## src/rtl/program_sequencer.sv

```systemverilog
// Batch controller for the 9-bit-ISA core: launches the selected stored programs
// in ascending order, times each run, and aborts the batch on a run timeout.
module program_sequencer #(
  parameter int unsigned START_CYCLES = 2,
  parameter int unsigned CNT_WIDTH    = 16,
  parameter int unsigned TIMEOUT      = 4000
) (
  input  logic                 clk,
  input  logic                 reset,
  input  logic                 go,
  input  logic [2:0]           run_mask,
  input  logic                 cpu_done,
  output logic                 cpu_start,
  output logic [1:0]           cpu_program_num,
  output logic                 busy,
  output logic                 all_done,
  output logic                 timeout_err,
  output logic [1:0]           err_prog,
  input  logic [1:0]           rd_sel,
  output logic [CNT_WIDTH-1:0] rd_count
);

  localparam int unsigned SW = (START_CYCLES > 1) ? $clog2(START_CYCLES + 1) : 1;
  localparam logic [SW-1:0]        START_V   = SW'(START_CYCLES);
  localparam logic [CNT_WIDTH-1:0] TIMEOUT_V = CNT_WIDTH'(TIMEOUT);

  typedef enum logic [1:0] {IDLE, SELECT, LAUNCH, RUN} state_t;

  state_t               state;
  logic [2:0]           pending;
  logic [CNT_WIDTH-1:0] count [3];
  logic [CNT_WIDTH-1:0] run_cnt;
  logic [SW-1:0]        start_cnt;
  logic [1:0]           next_prog;
  logic [2:0]           next_bit;
  logic [1:0]           wr_idx;
  logic [1:0]           rd_idx;

  // Lowest pending program first, so programs always run in ascending order.
  always_comb begin
    next_prog = 2'd0;
    next_bit  = 3'b000;
    if (pending[0]) begin
      next_prog = 2'd1;
      next_bit  = 3'b001;
    end else if (pending[1]) begin
      next_prog = 2'd2;
      next_bit  = 3'b010;
    end else if (pending[2]) begin
      next_prog = 2'd3;
      next_bit  = 3'b100;
    end
  end

  assign wr_idx   = cpu_program_num - 2'd1;
  assign rd_idx   = rd_sel - 2'd1;
  assign rd_count = (rd_sel == 2'd0) ? '0 : count[rd_idx];

  always_ff @(posedge clk) begin
    if (reset) begin
      state           <= IDLE;
      pending         <= '0;
      run_cnt         <= '0;
      start_cnt       <= '0;
      cpu_start       <= 1'b0;
      cpu_program_num <= '0;
      busy            <= 1'b0;
      all_done        <= 1'b0;
      timeout_err     <= 1'b0;
      err_prog        <= '0;
      for (int unsigned i = 0; i < 3; i++) count[i] <= '0;
    end else begin
      case (state)
        IDLE: begin
          cpu_start       <= 1'b0;
          cpu_program_num <= '0;
          busy            <= 1'b0;
          if (go) begin
            pending     <= run_mask;
            all_done    <= (run_mask == 3'b000);
            timeout_err <= 1'b0;
            err_prog    <= '0;
            for (int unsigned i = 0; i < 3; i++) count[i] <= '0;
            if (run_mask != 3'b000) begin
              state <= SELECT;
              busy  <= 1'b1;
            end
          end
        end
        SELECT: begin
          if (pending != 3'b000) begin
            pending         <= pending & ~next_bit;
            cpu_program_num <= next_prog;
            run_cnt         <= '0;
            start_cnt       <= SW'(1);
            cpu_start       <= 1'b1;
            state           <= LAUNCH;
          end else begin
            state           <= IDLE;
            busy            <= 1'b0;
            all_done        <= 1'b1;
            cpu_program_num <= '0;
          end
        end
        LAUNCH: begin
          // start_cnt counts cycles cpu_start has already been high.
          if (start_cnt == START_V) begin
            cpu_start <= 1'b0;
            state     <= RUN;
          end else begin
            start_cnt <= start_cnt + SW'(1);
          end
        end
        RUN: begin
          if (cpu_done) begin
            count[wr_idx] <= run_cnt;
            state         <= SELECT;
          end else if (run_cnt == TIMEOUT_V) begin
            count[wr_idx]   <= TIMEOUT_V;
            timeout_err     <= 1'b1;
            err_prog        <= cpu_program_num;
            pending         <= '0;
            busy            <= 1'b0;
            cpu_program_num <= '0;
            state           <= IDLE;
          end else begin
            run_cnt <= run_cnt + 1'b1;
          end
        end
        default: state <= IDLE;
      endcase
    end
  end

endmodule

```

## config.mk

```make
export PLATFORM = sky130hd
export DESIGN_NAME = program_sequencer
export DESIGN_NICKNAME = d
export VERILOG_FILES = /design/src/rtl/program_sequencer.sv
export SDC_FILE = /design/constraint.sdc
export NUM_CORES = 1
export LEC_CHECK = 0
export CORE_ASPECT_RATIO = 0.5
export CORE_MARGIN = 2
export CORE_UTILIZATION = 53
export CTS_CLUSTER_DIAMETER = 30
export CTS_CLUSTER_SIZE = 20
export DETAILED_ROUTE_END_ITERATION = 8
export GPL_TIMING_DRIVEN = 0
export PLACE_DENSITY = 0.75
export SETUP_SLACK_MARGIN = 0.4
export SYNTH_ARGS = -nofsm -noshare
export SYNTH_HDL_FRONTEND = slang
export SYNTH_SLANG_ARGS = --single-unit
```

## constraint.sdc

```tcl
create_clock -name clk -period 3.2 [get_ports clk]
set_clock_uncertainty 0.05 [all_clocks]
set_input_delay 0.64 -clock clk [delete_from_list [all_inputs] [get_ports clk]]
set_output_delay 0.64 -clock clk [all_outputs]
set_load 0.02 [all_outputs]
```

==> flow_summary.ini, run 1 <==
[synth]
synthFlopType = edfxtp_1
yosysTopAreaCellShare_pct = 42.0
async_flop_share_pct = 0
syn-num-nets = 409
avgSynthCellArea_sq_um = 11.6
ys_ff_latch = 95
synth_area_leaders = edfxtp_1, dfxtp_1, mux4_2
synth_area_sq_um = 4570
synth_area_leader_cell = edfxtp_1
synth_edf_count = 64
ys_warn_count = 0
ys_types = 50
seq_area_frac_synth_pct = 55.6
synth_cells = 396

[die]
ios = 33
die_w_um = 135
core_area_sq_um = 8170
start_util_pct = 56.0
die_h_um = 69.7
die_area_sq_um = 9430
placement_rows = 23

[final_layout]
fillers = 578
seq_area_sq_um = 2540
multi_input_area_sq_um = 1920
final_cell_mix = edfxtp_1, and2_1, dfxtp_1
fin_nets = 456
area_growth_pct = 21.4
final_util_pct = 68.0
layout-drive-gt1-share_pct = 18.3
final_common_cell = edfxtp_1
antenna_cells = 0

[worst_hold_path]
min_path_type = reg -> reg
hold_end = cpu_start
min_path_cells = 2
min-delay-start = cpu_start

[setup_path]
critPathArrivalTime_ns = 2.05
crit_path_frequent_cell = buf_12
r2r_slack_ns = 0.68
worst_path_max_delay_cell = ha_4
required_ns = 2.51
start_kind = input pin
reg2regPathDepth = 6
slowest_delay_ns = 0.27
crit_chain = buf_12 > buf_12 > inv_1 > ha_4 > buf_8 > clkbuf_8 > mux4_2 > nor2b_1 > buf_4
critical_path_class = in -> out
endpoint_kind = output pin
rr_startpoint = run_cnt[4]
timing.rr.end = count[2][12]
cp_max_fo = 8

[power]
ir_worst_vdd_uv = 271
power_leakage_nw = 1.95
powerDensity_nw_per_um2 = 502

[clocking]
clk_pin_slew_ns = 0.06
clk_path_buf_depth = 2
htree_levels = 3
cts_tree = yes
cts_root_buf = clkbuf_16
cts_made_buffers = 9
worstSkewPairLatency_ns = 0.36
clock-sinks = 95

[place]
dpl.hpwl_um = 6890
pre_cts_ws_ns = -0.364
numPortBuffers = 30
gp_congestion = 0.881

[sta]
maxSlewHeadroom_pct = 44.9
max_freq_mhz = 364
whs_ns = 0.430
fin_crit_sh_pct = 85.8
setup_viol = 0
finalHoldViolCount = 0
rsz0062_at_grt = true
worst_slack_ns = 0.455
worst_slew_pin_slew_ns = 0.823
slew_violations = 0
period_needed_ns = 2.74

[routing]
met2WireLength_um = 4870
m1WireLength_um = 4330
drtIter0Drc = 280
top_layer = met4
wl_per_cell_um = 18.2
drt-total-wl_um = 10200
wl_met3_um = 823
drc = 0
dr_total_vias = 3319
firstDrtPassIters = 5
viasPerCell = 5.93
ant_nets = 0

[global_route]
antenna_found_initial = 0
grt_pass1_wl_um = 16300
grt.overflow.total = 0
grt_pass1_vias = 3323
grt_max_degree = 18
track_usage_pct = 22.9

[run]
drv_cap = 0

[outcome]
status = complete, no violations
sequential cells by signal, summed over array words and instances (netlist names), 2 cells and up, named ones only:
register,cells
pending,3
count,64
start_cnt,2
err_prog,2
run_cnt,16
cpu_program_num,2
worst max-delay path, delay by kind of cell:
| kind | cells | cell delay [ns] |
|---|---|---|
| adder cells (fa/ha/maj) | 1 | 0.27 |
| buffers and inverters | 6 | 0.74 |
| multiplexers | 1 | 0.27 |
| AND/OR/NAND/NOR | 1 | 0.14 |
metrics by stage:
| step | total power, mW | instance area (sq um) | cells | TNS [ns] |
|---|---|---|---|---|
| after floorplan | 1.59 | 4630 | 396 | 0 |
| after global placement | 1.68 | 5070 | 538 | -14.62 |
| after detailed placement | 1.69 | 5090 | 539 | -5.64 |
| after CTS | 2.79 | 5500 | 557 | 0 |
| after global routing | 2.87 | 5560 | 560 | 0 |
| final | 2.79 | 5560 | 560 | 0 |
cells in the mapped netlist (all sizes together), types with 3 or more instances:
cell type	instances
or4	9
o211ai	3
nor4	9
and2	37
a21oi	24
and3b	3
nor4b	3
nand3	8
mux4	16
and4	3
clkbuf	32
o21a	3
or3	4
mux2i	3
edfxtp	64
nor3	7
o31ai	8
buf	13
o21ai	12
nor2b	21
ha	4
nand4	5
nand2b	9
nor2	17
inv	10
dfxtp	31
xnor2	3
nand2	14
final cells by class:
type | count | share of cell area (%)
Inverter | 10 | 0.676
Timing Repair Buffer | 36 | 6.53
Tap cell | 112 | 2.52
Buffer | 45 | 4.55
Sequential cell | 95 | 45.8
Clock buffer | 9 | 4.05
Clock inverter | 7 | 1.37
Multi-Input combinational cell | 246 | 34.5
kinds of logic (layout without fill, tap and decap cells):
| family | Yosys count | in the layout | synth area share [%] |
|---|---|---|---|
| buffers and inverters | 55 | 107 | 4.95 |
| DFF | 95 | 95 | 55.6 |
| muxes | 20 | 20 | 8.78 |
| xor gates and xnor gates | 3 | 3 | 0.575 |
| AOI/OAI and AO/OA | 65 | 65 | 8.92 |
| adders and majority gates | 4 | 4 | 1.09 |
| and+or+nand+nor | 154 | 154 | 20.1 |
metal layers:
| layer | global-route usage (%) | vias to the layer above |
|---|---|---|
| li1 | - | 1544 |
| met1 | 29.2 | 1635 |
| met2 | 37.2 | 123 |
| met3 | 8.04 | 17 |
| met4 | 7.06 | 0 |
| met5 | 0 | - |
report_power, final:
part	internal, mW	switching (mW)	total [mW]	leakage, nW
Clock	0.612	0.484	1.10	0.144
Sequential	1.35	0.0141	1.37	0.911
Combinational	0.156	0.168	0.325	0.898
Total	2.12	0.667	2.79	1.95
how the worst max path moves through the flow:
stage                     startpoint           end  depth (start not counted)
after floorplan            rd_sel[0]  rd_count[10]                          8
after global placement         reset  count[3][13]                          4
after detailed placement   rd_sel[1]   rd_count[7]                          8
after CTS                  rd_sel[0]  rd_count[10]                          9
after global routing       rd_sel[0]  rd_count[10]                          9
final                      rd_sel[0]  rd_count[10]                          9
what timing repair did:
action | in CTS | in global routing
gates cloned | 1 | 0
pin swaps | 1 | 1
gates resized for setup | 90 | 6
hold buffers | 0 | 0
setup endpoints to repair | 64 | 72
buffers inserted | 1 | 3
Note: power is estimated with default switching activity, not from simulation.
==> inputs of run 2 (changes only) <==
--- a/config.mk
+++ b/config.mk
@@ -6,7 +6,7 @@
 export NUM_CORES = 1
 export LEC_CHECK = 0
 export CORE_ASPECT_RATIO = 0.5
-export CORE_MARGIN = 2
+export CORE_MARGIN = 3
 export CORE_UTILIZATION = 53
 export CTS_CLUSTER_DIAMETER = 30
 export CTS_CLUSTER_SIZE = 20
==> flow_summary.ini, run 2 (same netlist as run 1, synthesis figures left out) <==
[clocking]
ctsHoldBuffers = 0
htree_levels = 3
cts_tree = yes
clock-sinks = 95
cts_root_buf = clkbuf_16
clk_path_buf_depth = 2
worstSkewPairLatency_ns = 0.35
clk_pin_slew_ns = 0.06
cts_made_buffers = 9

[place]
gp_congestion = 0.868
numPortBuffers = 30
pre_cts_ws_ns = -0.382
dpl.hpwl_um = 6840
place_inst = 539
placed_cell_area_sq_um = 5090

[setup_path]
r2r_slack_ns = 0.75
start_kind = input pin
critical_path_class = in -> out
timing.rr.end = count[2][9]
cp_max_fo = 8
required_ns = 2.51
endpoint_kind = output pin
rr_startpoint = run_cnt[4]
reg2regPathDepth = 6
critPathArrivalTime_ns = 2.06

[worst_hold_path]
min_path_type = reg -> reg
hold_end = err_prog[1]
min_path_cells = 2
min-delay-start = err_prog[1]

[power]
power_leakage_nw = 1.94
powerDensity_nw_per_um2 = 484
total_power_mw = 2.67
ir_worst_vdd_uv = 328

[die]
start_util_pct = 55.8
die_h_um = 71.7
placement_rows = 23
ios = 33
die_w_um = 137
core_area_sq_um = 8200
die_area_sq_um = 9850

[routing]
wl_per_cell_um = 18.0
dr_total_vias = 3243
drc = 0
viasPerCell = 5.76
drt-total-wl_um = 10100
drtIter0Drc = 296
ant_nets = 0
firstDrtPassIters = 5

[global_route]
antenna_found_initial = 0
track_usage_pct = 22.5
grt_pass1_vias = 3259
grt.overflow.total = 0
grt_max_degree = 17
grt_pass1_wl_um = 16600

[final_layout]
area_growth_pct = 20.5
fin_area_sq_um = 5510
fin_nets = 459
largest_register_ffs = 64
final_common_cell = edfxtp_1
seq_area_sq_um = 2540
final_cell_mix = edfxtp_1, and2_1, dfxtp_1
multi_input_area_sq_um = 1890
antenna_cells = 0
final_cells = 563
reg.largest.list = count (64), run_cnt (16), pending (3)
layout-drive-gt1-share_pct = 18.6
regMostFlops = count
final_util_pct = 67.2
fillers = 610

[sta]
setup_viol = 0
fin_setup_tns_ns = 0
worst_slack_ns = 0.454
whs_ns = 0.417
rsz0062_at_grt = false
period_needed_ns = 2.75
max_freq_mhz = 364
fin_crit_sh_pct = 85.8
finalHoldViolCount = 0
slew_violations = 0
worst_slew_pin_slew_ns = 0.868
maxSlewHeadroom_pct = 41.9

[run]
drv_cap = 0

[outcome]
status = complete, no violations
-- run 2: changes by cell type in the layout (fill, tap and decap cells not counted), sizes merged --
cell	delta
buf	+4
inv	-2
bufinv	-1
clkbuf	+1
clkdlybuf4s15	-1
clkinv	+1
dlygate4sd2	+1
-- run 2: what timing repair did --
item | in CTS | in global routing
pin swaps | 1 | 1
gates cloned | 1 | 0
setup endpoints to repair | 64 | 69
gates resized for setup | 84 | 6
setup buffers | 1 | 6
-- run 2: power by group --
group | total, mW | switching (mW) | internal [mW]
clock | 0.978 | 0.450 | 0.528
combinational | 0.323 | 0.169 | 0.153
sequential | 1.37 | 0.0146 | 1.35
-- run 2: how the worst max path moves through the flow --
stage / cells after the start / from / to
4_1_cts: 9 / rd_sel[0] / rd_count[10]
3_5_place_dp: 8 / rd_sel[1] / rd_count[8]
2_1_floorplan: 8 / rd_sel[0] / rd_count[10]
5_1_grt: 8 / rd_sel[1] / rd_count[13]
3_3_place_gp: 4 / reset / count[3][14]
6_report: 8 / rd_sel[1] / rd_count[7]
-- run 2: critical path: stages --
cell and delay, ns:
dlygate4sd2_1 0.23, inv_1 0.09, ha_4 0.21, buf_8 0.14, clkbuf_16 0.16, mux4_2 0.30
nor2b_4 0.14, buf_6 0.14
-- run 2: cell type report --
cell class | count | area share [%]
buffer | 45 | 4.58
clock buffer | 11 | 4.22
clock inverter | 5 | 0.635
inverter | 10 | 0.681
multi-input combinational | 246 | 34.2
sequential | 95 | 46.1
tap | 112 | 2.54
timing repair buffer | 39 | 6.99
-- run 2: per-layer routing --
| layer | wire [um] | global-route usage, % | vias up |
|---|---|---|---|
| met4 | 132 | 7.52 | 0 |
| met5 | 0 | 0 | - |
| met2 | 4800 | 35.3 | 101 |
| met3 | 580 | 6.59 | 13 |
| li1 | - | - | 1549 |
| met1 | 4600 | 30.6 | 1580 |
==> inputs of run 3 (changes only) <==
--- a/config.mk
+++ b/config.mk
@@ -14,6 +14,7 @@
 export GPL_TIMING_DRIVEN = 0
 export PLACE_DENSITY = 0.75
 export SETUP_SLACK_MARGIN = 0.4
+export SLEW_MARGIN = 5
 export SYNTH_ARGS = -nofsm -noshare
 export SYNTH_HDL_FRONTEND = slang
 export SYNTH_SLANG_ARGS = --single-unit
==> results of run 3 <==
Same layout as run 2: the final DEF is identical, and so are final timing and power.
